File: config.mk
export PLATFORM = sky130hd
export DESIGN_NAME = student_fir_sample_sequencer
export DESIGN_NICKNAME = d
export VERILOG_FILES = /design/src/rtl/student_fir_sample_sequencer.sv
export SDC_FILE = /design/constraint.sdc
export NUM_CORES = 1
export LEC_CHECK = 0
export ABC_AREA = 1
export BUFFER_PORTS_ARGS = -buffer_cell sky130_fd_sc_hd__buf_2
export CORE_ASPECT_RATIO = 1.4
export CORE_MARGIN = 2
export CORE_UTILIZATION = 30
export CTS_CLUSTER_DIAMETER = 40
export DETAILED_ROUTE_END_ITERATION = 16
export PLACE_DENSITY = 0.61
export SYNTH_ARGS = -nofsm -noshare
export SYNTH_HDL_FRONTEND = slang
export SYNTH_SLANG_ARGS = --single-unit
File: constraint.sdc
create_clock -name clk_i -period 1.95 [get_ports clk_i]
set_input_delay 0 -clock clk_i [delete_from_list [all_inputs] [get_ports clk_i]]
set_output_delay 0 -clock clk_i [all_outputs]
set_load 0.05 [all_outputs]
File: src/rtl/student_fir_sample_sequencer.sv
// -----------------------------------------------------------------------------
// student_fir_sample_sequencer
//
// Controller for the FIR sample delay line kept in a dual-port RAM. Each
// accepted input sample is written into a circular buffer on port A. The
// block then reads NumTaps samples on port B, newest to oldest, and streams
// them to the MAC stage. After reset, or on request, the whole buffer is
// zero-filled so that taps not yet written read as 0.
//
// Handshakes: a transfer happens on a rising clock edge where valid and ready
// are both high. Once valid is raised it stays high, with its data stable,
// until that transfer. Ready may rise or fall at any time. This holds for
// sample_valid_i/sample_ready_o and for tap_valid_o/tap_ready_i.
//
// Ports
//   clk_i, rst_ni           clock, asynchronous active-low reset
//   clear_i                 buffer clear request, sampled in IDLE only
//   sample_i/_valid_i       input sample stream
//   sample_ready_o          input ready = (state == IDLE) && !clear_i
//   ram_ena_o/wea_o/addra_o/dia_o   port A (write side)
//   ram_enb_o/addrb_o       port B read request
//   ram_dob_i               port B data, one cycle after enb, held while enb=0
//   tap_data_o/_valid_o/_ready_i    tap stream to the MAC stage
//   tap_idx_o               tap index, 0 = newest sample
//   tap_first_o/_last_o     flags for idx 0 and idx NumTaps-1
//   busy_o                  high whenever the FSM is not in IDLE
//   dbg_state_o             current FSM state (CLEAR=0, IDLE=1, READ=2, DRAIN=3)
// -----------------------------------------------------------------------------
module student_fir_sample_sequencer #(
    parameter int AddrWidth = 10,
    parameter int DataSize  = 16,
    parameter int NumTaps   = 64
) (
    input  logic                 clk_i,
    input  logic                 rst_ni,
    input  logic                 clear_i,
    input  logic [DataSize-1:0]  sample_i,
    input  logic                 sample_valid_i,
    output logic                 sample_ready_o,
    output logic                 ram_ena_o,
    output logic                 ram_wea_o,
    output logic [AddrWidth-1:0] ram_addra_o,
    output logic [DataSize-1:0]  ram_dia_o,
    output logic                 ram_enb_o,
    output logic [AddrWidth-1:0] ram_addrb_o,
    input  logic [DataSize-1:0]  ram_dob_i,
    output logic [DataSize-1:0]  tap_data_o,
    output logic                 tap_valid_o,
    input  logic                 tap_ready_i,
    output logic [AddrWidth-1:0] tap_idx_o,
    output logic                 tap_first_o,
    output logic                 tap_last_o,
    output logic                 busy_o,
    output logic [1:0]           dbg_state_o
);

    typedef enum logic [1:0] {
        ST_CLEAR = 2'd0,
        ST_IDLE  = 2'd1,
        ST_READ  = 2'd2,
        ST_DRAIN = 2'd3
    } state_t;

    localparam logic [AddrWidth-1:0] LastIdx = AddrWidth'(NumTaps - 1);
    localparam logic [AddrWidth-1:0] One     = AddrWidth'(1);

    state_t               state_q, state_d;
    logic [AddrWidth-1:0] wr_ptr_q;
    logic [AddrWidth-1:0] base_q;
    logic [AddrWidth-1:0] cnt_q;
    logic [AddrWidth-1:0] clr_ptr_q;
    logic                 tap_valid_q;
    logic [AddrWidth-1:0] tap_idx_q;
    logic                 tap_first_q;
    logic                 tap_last_q;

    logic accept;
    logic stall;
    logic last_tap;
    logic clr_done;

    assign sample_ready_o = (state_q == ST_IDLE) && !clear_i;
    assign accept         = sample_valid_i && sample_ready_o;
    // A tap still waiting at the output blocks the next read. Holding enb low
    // keeps the RAM output register, and therefore tap_data_o, stable.
    assign stall          = tap_valid_q && !tap_ready_i;
    assign last_tap       = (cnt_q == LastIdx);
    assign clr_done       = &clr_ptr_q;

    assign tap_data_o  = ram_dob_i;
    assign tap_valid_o = tap_valid_q;
    assign tap_idx_o   = tap_idx_q;
    assign tap_first_o = tap_first_q;
    assign tap_last_o  = tap_last_q;
    assign busy_o      = (state_q != ST_IDLE);
    assign dbg_state_o = state_q;

    always_comb begin
        state_d     = state_q;
        ram_ena_o   = 1'b0;
        ram_wea_o   = 1'b0;
        ram_addra_o = wr_ptr_q;
        ram_dia_o   = sample_i;
        ram_enb_o   = 1'b0;
        // Newest sample sits at base; older taps are found walking backwards.
        ram_addrb_o = base_q - cnt_q;
        case (state_q)
            ST_CLEAR: begin
                ram_ena_o   = 1'b1;
                ram_wea_o   = 1'b1;
                ram_addra_o = clr_ptr_q;
                ram_dia_o   = '0;
                if (clr_done) state_d = ST_IDLE;
            end
            ST_IDLE: begin
                if (clear_i) begin
                    state_d = ST_CLEAR;
                end else if (accept) begin
                    ram_ena_o = 1'b1;
                    ram_wea_o = 1'b1;
                    state_d   = ST_READ;
                end
            end
            ST_READ: begin
                if (!stall) begin
                    ram_enb_o = 1'b1;
                    if (last_tap) state_d = ST_DRAIN;
                end
            end
            ST_DRAIN: begin
                if (tap_ready_i) state_d = ST_IDLE;
            end
            default: state_d = ST_CLEAR;
        endcase
    end

    always_ff @(posedge clk_i or negedge rst_ni) begin
        if (!rst_ni) begin
            state_q     <= ST_CLEAR;
            wr_ptr_q    <= '0;
            base_q      <= '0;
            cnt_q       <= '0;
            clr_ptr_q   <= '0;
            tap_valid_q <= 1'b0;
            tap_idx_q   <= '0;
            tap_first_q <= 1'b0;
            tap_last_q  <= 1'b0;
        end else begin
            state_q <= state_d;
            case (state_q)
                ST_CLEAR: begin
                    // clr_ptr wraps back to 0 on the final write.
                    clr_ptr_q <= clr_ptr_q + One;
                    if (clr_done) wr_ptr_q <= '0;
                end
                ST_IDLE: begin
                    if (clear_i) begin
                        clr_ptr_q <= '0;
                    end else if (accept) begin
                        base_q   <= wr_ptr_q;
                        wr_ptr_q <= wr_ptr_q + One;
                        cnt_q    <= '0;
                    end
                end
                ST_READ: begin
                    if (!stall) begin
                        tap_valid_q <= 1'b1;
                        tap_idx_q   <= cnt_q;
                        tap_first_q <= (cnt_q == '0);
                        tap_last_q  <= last_tap;
                        if (!last_tap) cnt_q <= cnt_q + One;
                    end
                end
                ST_DRAIN: begin
                    if (tap_ready_i) tap_valid_q <= 1'b0;
                end
                default: ;
            endcase
        end
    end

endmodule

==> results.toml <==
[outcome]
outcome = "completed"

[layout]
fin_area_um2 = 4600
fin_util_pct = 38.7
layout-drive-gt1-share_pct = 27.6
antenna_cells = 0
finalNetCount = 643
seqCellArea_um2 = 1380
syn2layout_area_growth_pct = 25.1
multi_input_area_um2 = 2000
nFillCells = 1250

[hold_path]
hold_path.class = "in2out"
whs_path_depth = 0

[timing]
fin_crit_sh_pct = 96.8
worst_pin_slew_ns = 0.443
finalHoldViolCount = 0
setup_viol = 0
drv_slew = 0
rsz0062_at_grt = "true"
finClkSkew_ns = 0.00489
max-slew-margin-rel_pct = 70.5
fin_crit_ns = 1.89
max_freq_mhz = 530

[floorplanning]
die_height_um = 135
die_area_um2 = 13200
initial_core_util_pct = 31.0
io_pins = 109
rows = 47
coreArea_um2 = 11900
die_w_um = 97.6

[placed_design]
dp_hpwl_mm = 7.26
port_buffers = 76
place.gp.congestion = 0.879
place_area_um2 = 4200

[worst_setup_path]
worstPathRequired_ns = 1.95
r2r_cells = 9
reg2reg_slack_ns = 0.22
start_kind = "flop"
reg2reg_to = "clr_ptr_q[6]$_DFFE_PN0P_"
critical_path_class = "reg2out"
cp_max_fo = 2
worstPathCellList = "inv_2, ha_4, inv_2, fa_2, buf_4, xor2_1, buf_2"
worst-path-buf-inv = 4
rr_startpoint = "dbg_state_o[0]$_DFFE_PN0P_"
crit_top_cell = "inv_2"
endpoint = "ram_addrb_o[2]"
crit_slowest_cell = "dfrtp_1"
crit_family = "buffers and inverters"
cp.arrival_ns = 1.89
cp_slowest_stage_delay_ns = 0.39
startpoint = "base_q[0]$_DFFE_PN0P_"
crit_path_end_kind = "output pin"
crit_cells = 7

[global_routing]
groute.usage.overall_pct = 15.0
grt_use_met2_pct = 26.7
met1_usage_pct = 17.3
grt-ovfl-total = 0
antenna_found_initial = 0
grt_busiest_layer = "met2"
grt_pass1_wl_mm = 16.3
use_met3_pct = 3.26
grt_max_degree = 40
grt_pass1_vias = 3466

[yosys]
synth.distinct_cells = 34
yosysSeqAreaShare_pct = 37.4
synth_edf_count = 0
ys.flop_type = "dfrtp_1"
synthCells = 514
yosys-top-cells-count = "nand2_1, inv_1, dfrtp_1"
yosysTopAreaCellShare_pct = 37.4
yosys_register_bits = 55
syn_area_per_cell_um2 = 7.15
synthArstFlopShare_pct = 100
yosys_warnings = 0
synth_largest_area_cell = "dfrtp_1"
synth_fp_nets = 570
synthesis.area_um2 = 3680
yosysMostFrequentCell = "nand2_1"
synthTopCellsByArea = "dfrtp_1, nand2_1, inv_1"

[detailed_routing]
via_per_inst = 4.66
drt_iter0_drc = 176
vias = 3424
drcViolationCount = 0
wl_mm = 9.53
routedWlPerCell_um = 13.0
dr.pass1.iters = 4
ant_nets = 0

[cts]
htreeDepth = 2
path_clk_slew_ns = 0.07
clock_path_buffers = 2
cts_made_buffers = 5
cts_tree = "done"
clock_latency_ns = 0.30
cts_sinks = 55
clockRootBuffer = "clkbuf_16"

[power_and_ir_drop]
power_density_nw_per_um2 = 465
power_leakage_uw = 0.00238
peakVddDrop_v = 0.000324

[flow_run]
maxCapViolCount = 0
[placed cells by master (no fill, tap or decap), drive strengths merged, types with 7 or more instances in the layout]
master	n
a21oi	13
o21ai	55
buf	92
nand3	28
dfrtp	55
nor2	48
nand2	159
xor2	11
inv	79
ha	18
nand4	7
[cell type report]
| class | instances | area share [%] |
|---|---|---|
| Tap cell | 147 | 4.00 |
| Clock inverter | 2 | 0.354 |
| Sequential cell | 55 | 30.1 |
| Inverter | 80 | 6.61 |
| Clock buffer | 6 | 3.02 |
| Timing Repair Buffer | 93 | 12.4 |
| Multi-Input combinational cell | 352 | 43.5 |
[worst min-delay path by stage]
| stage | startpoint | to | slack, ns |
|---|---|---|---|
| after floorplan | rst_ni | base_q[0]$_DFFE_PN0P_ | -0.30 |
| after global placement | rst_ni | tap_idx_o[2]$_DFFE_PN0P_ | -0.02 |
| after detailed placement | rst_ni | tap_idx_o[2]$_DFFE_PN0P_ | -0.01 |
| after CTS | ram_dob_i[11] | tap_data_o[11] | 0.0003 |
| after global routing | ram_dob_i[15] | tap_data_o[15] | 0.00007 |
| final | ram_dob_i[0] | tap_data_o[0] | 0.00002 |
[metal layers]
metal	share of wire, %	vias up
met1	41	1568
met4	3.6	0
met3	5.2	24
met2	50	105
li1	-	1727
met5	0	-
[sequential cells by signal (all words and copies together) (netlist names)]
name and count:
base_q 10, clr_ptr_q 10, cnt_q 10, dbg_state_o 2, tap_first_o 1, tap_idx_o 10, tap_last_o 1, tap_valid_o 1
wr_ptr_q 10
[report_power, final]
| group | internal, uW | switching (uW) | leakage [uW] | total, uW |
|---|---|---|---|---|
| registers | 1140 | 0 | 0.000656 | 1140 |
| clock network | 514 | 429 | 0.0000731 | 943 |
| logic | 22.6 | 35.5 | 0.00165 | 58.1 |
[what timing repair did]
action | in CTS | in global routing
hold buffers | 1 | 0
endpoints found under the hold margin | 16 | 0
endpoints found under the setup margin | 7 | 8
pin swaps | 2 | 5
setup buffers | 5 | 2
gates resized for setup | 24 | 24
[logic make-up (layout without fill, tap and decap cells)]
| family | after synthesis | count (layout) | share of synthesized area (%) |
|---|---|---|---|
| xor gates and xnor gates | 12 | 12 | 2.86 |
| adders and majority gates | 19 | 19 | 6.67 |
| buffers and inverters | 107 | 181 | 13.0 |
| DFF | 55 | 55 | 37.4 |
| and+or+nand+nor | 248 | 248 | 29.3 |
| AOI/OAI and AO/OA | 73 | 73 | 10.7 |
[through the flow]
step | hold WS (ns) | setup WS [ns] | power, uW | setup TNS, ns | std cells
finish | 0.0000193 | 0.0617 | 2140 | 0 | 735
global route | 0.0000740 | -0.0461 | 2240 | -0.106 | 735
CTS | 0.000341 | 0.000969 | 2180 | 0 | 733
detailed placement | -0.0103 | 0.101 | 1220 | 0 | 719
global placement | -0.0198 | 0.159 | 1220 | 0 | 719
floorplan | -0.296 | -0.183 | 1260 | -0.980 | 514
No activity file was read; power rests on OpenSTA's default activity.
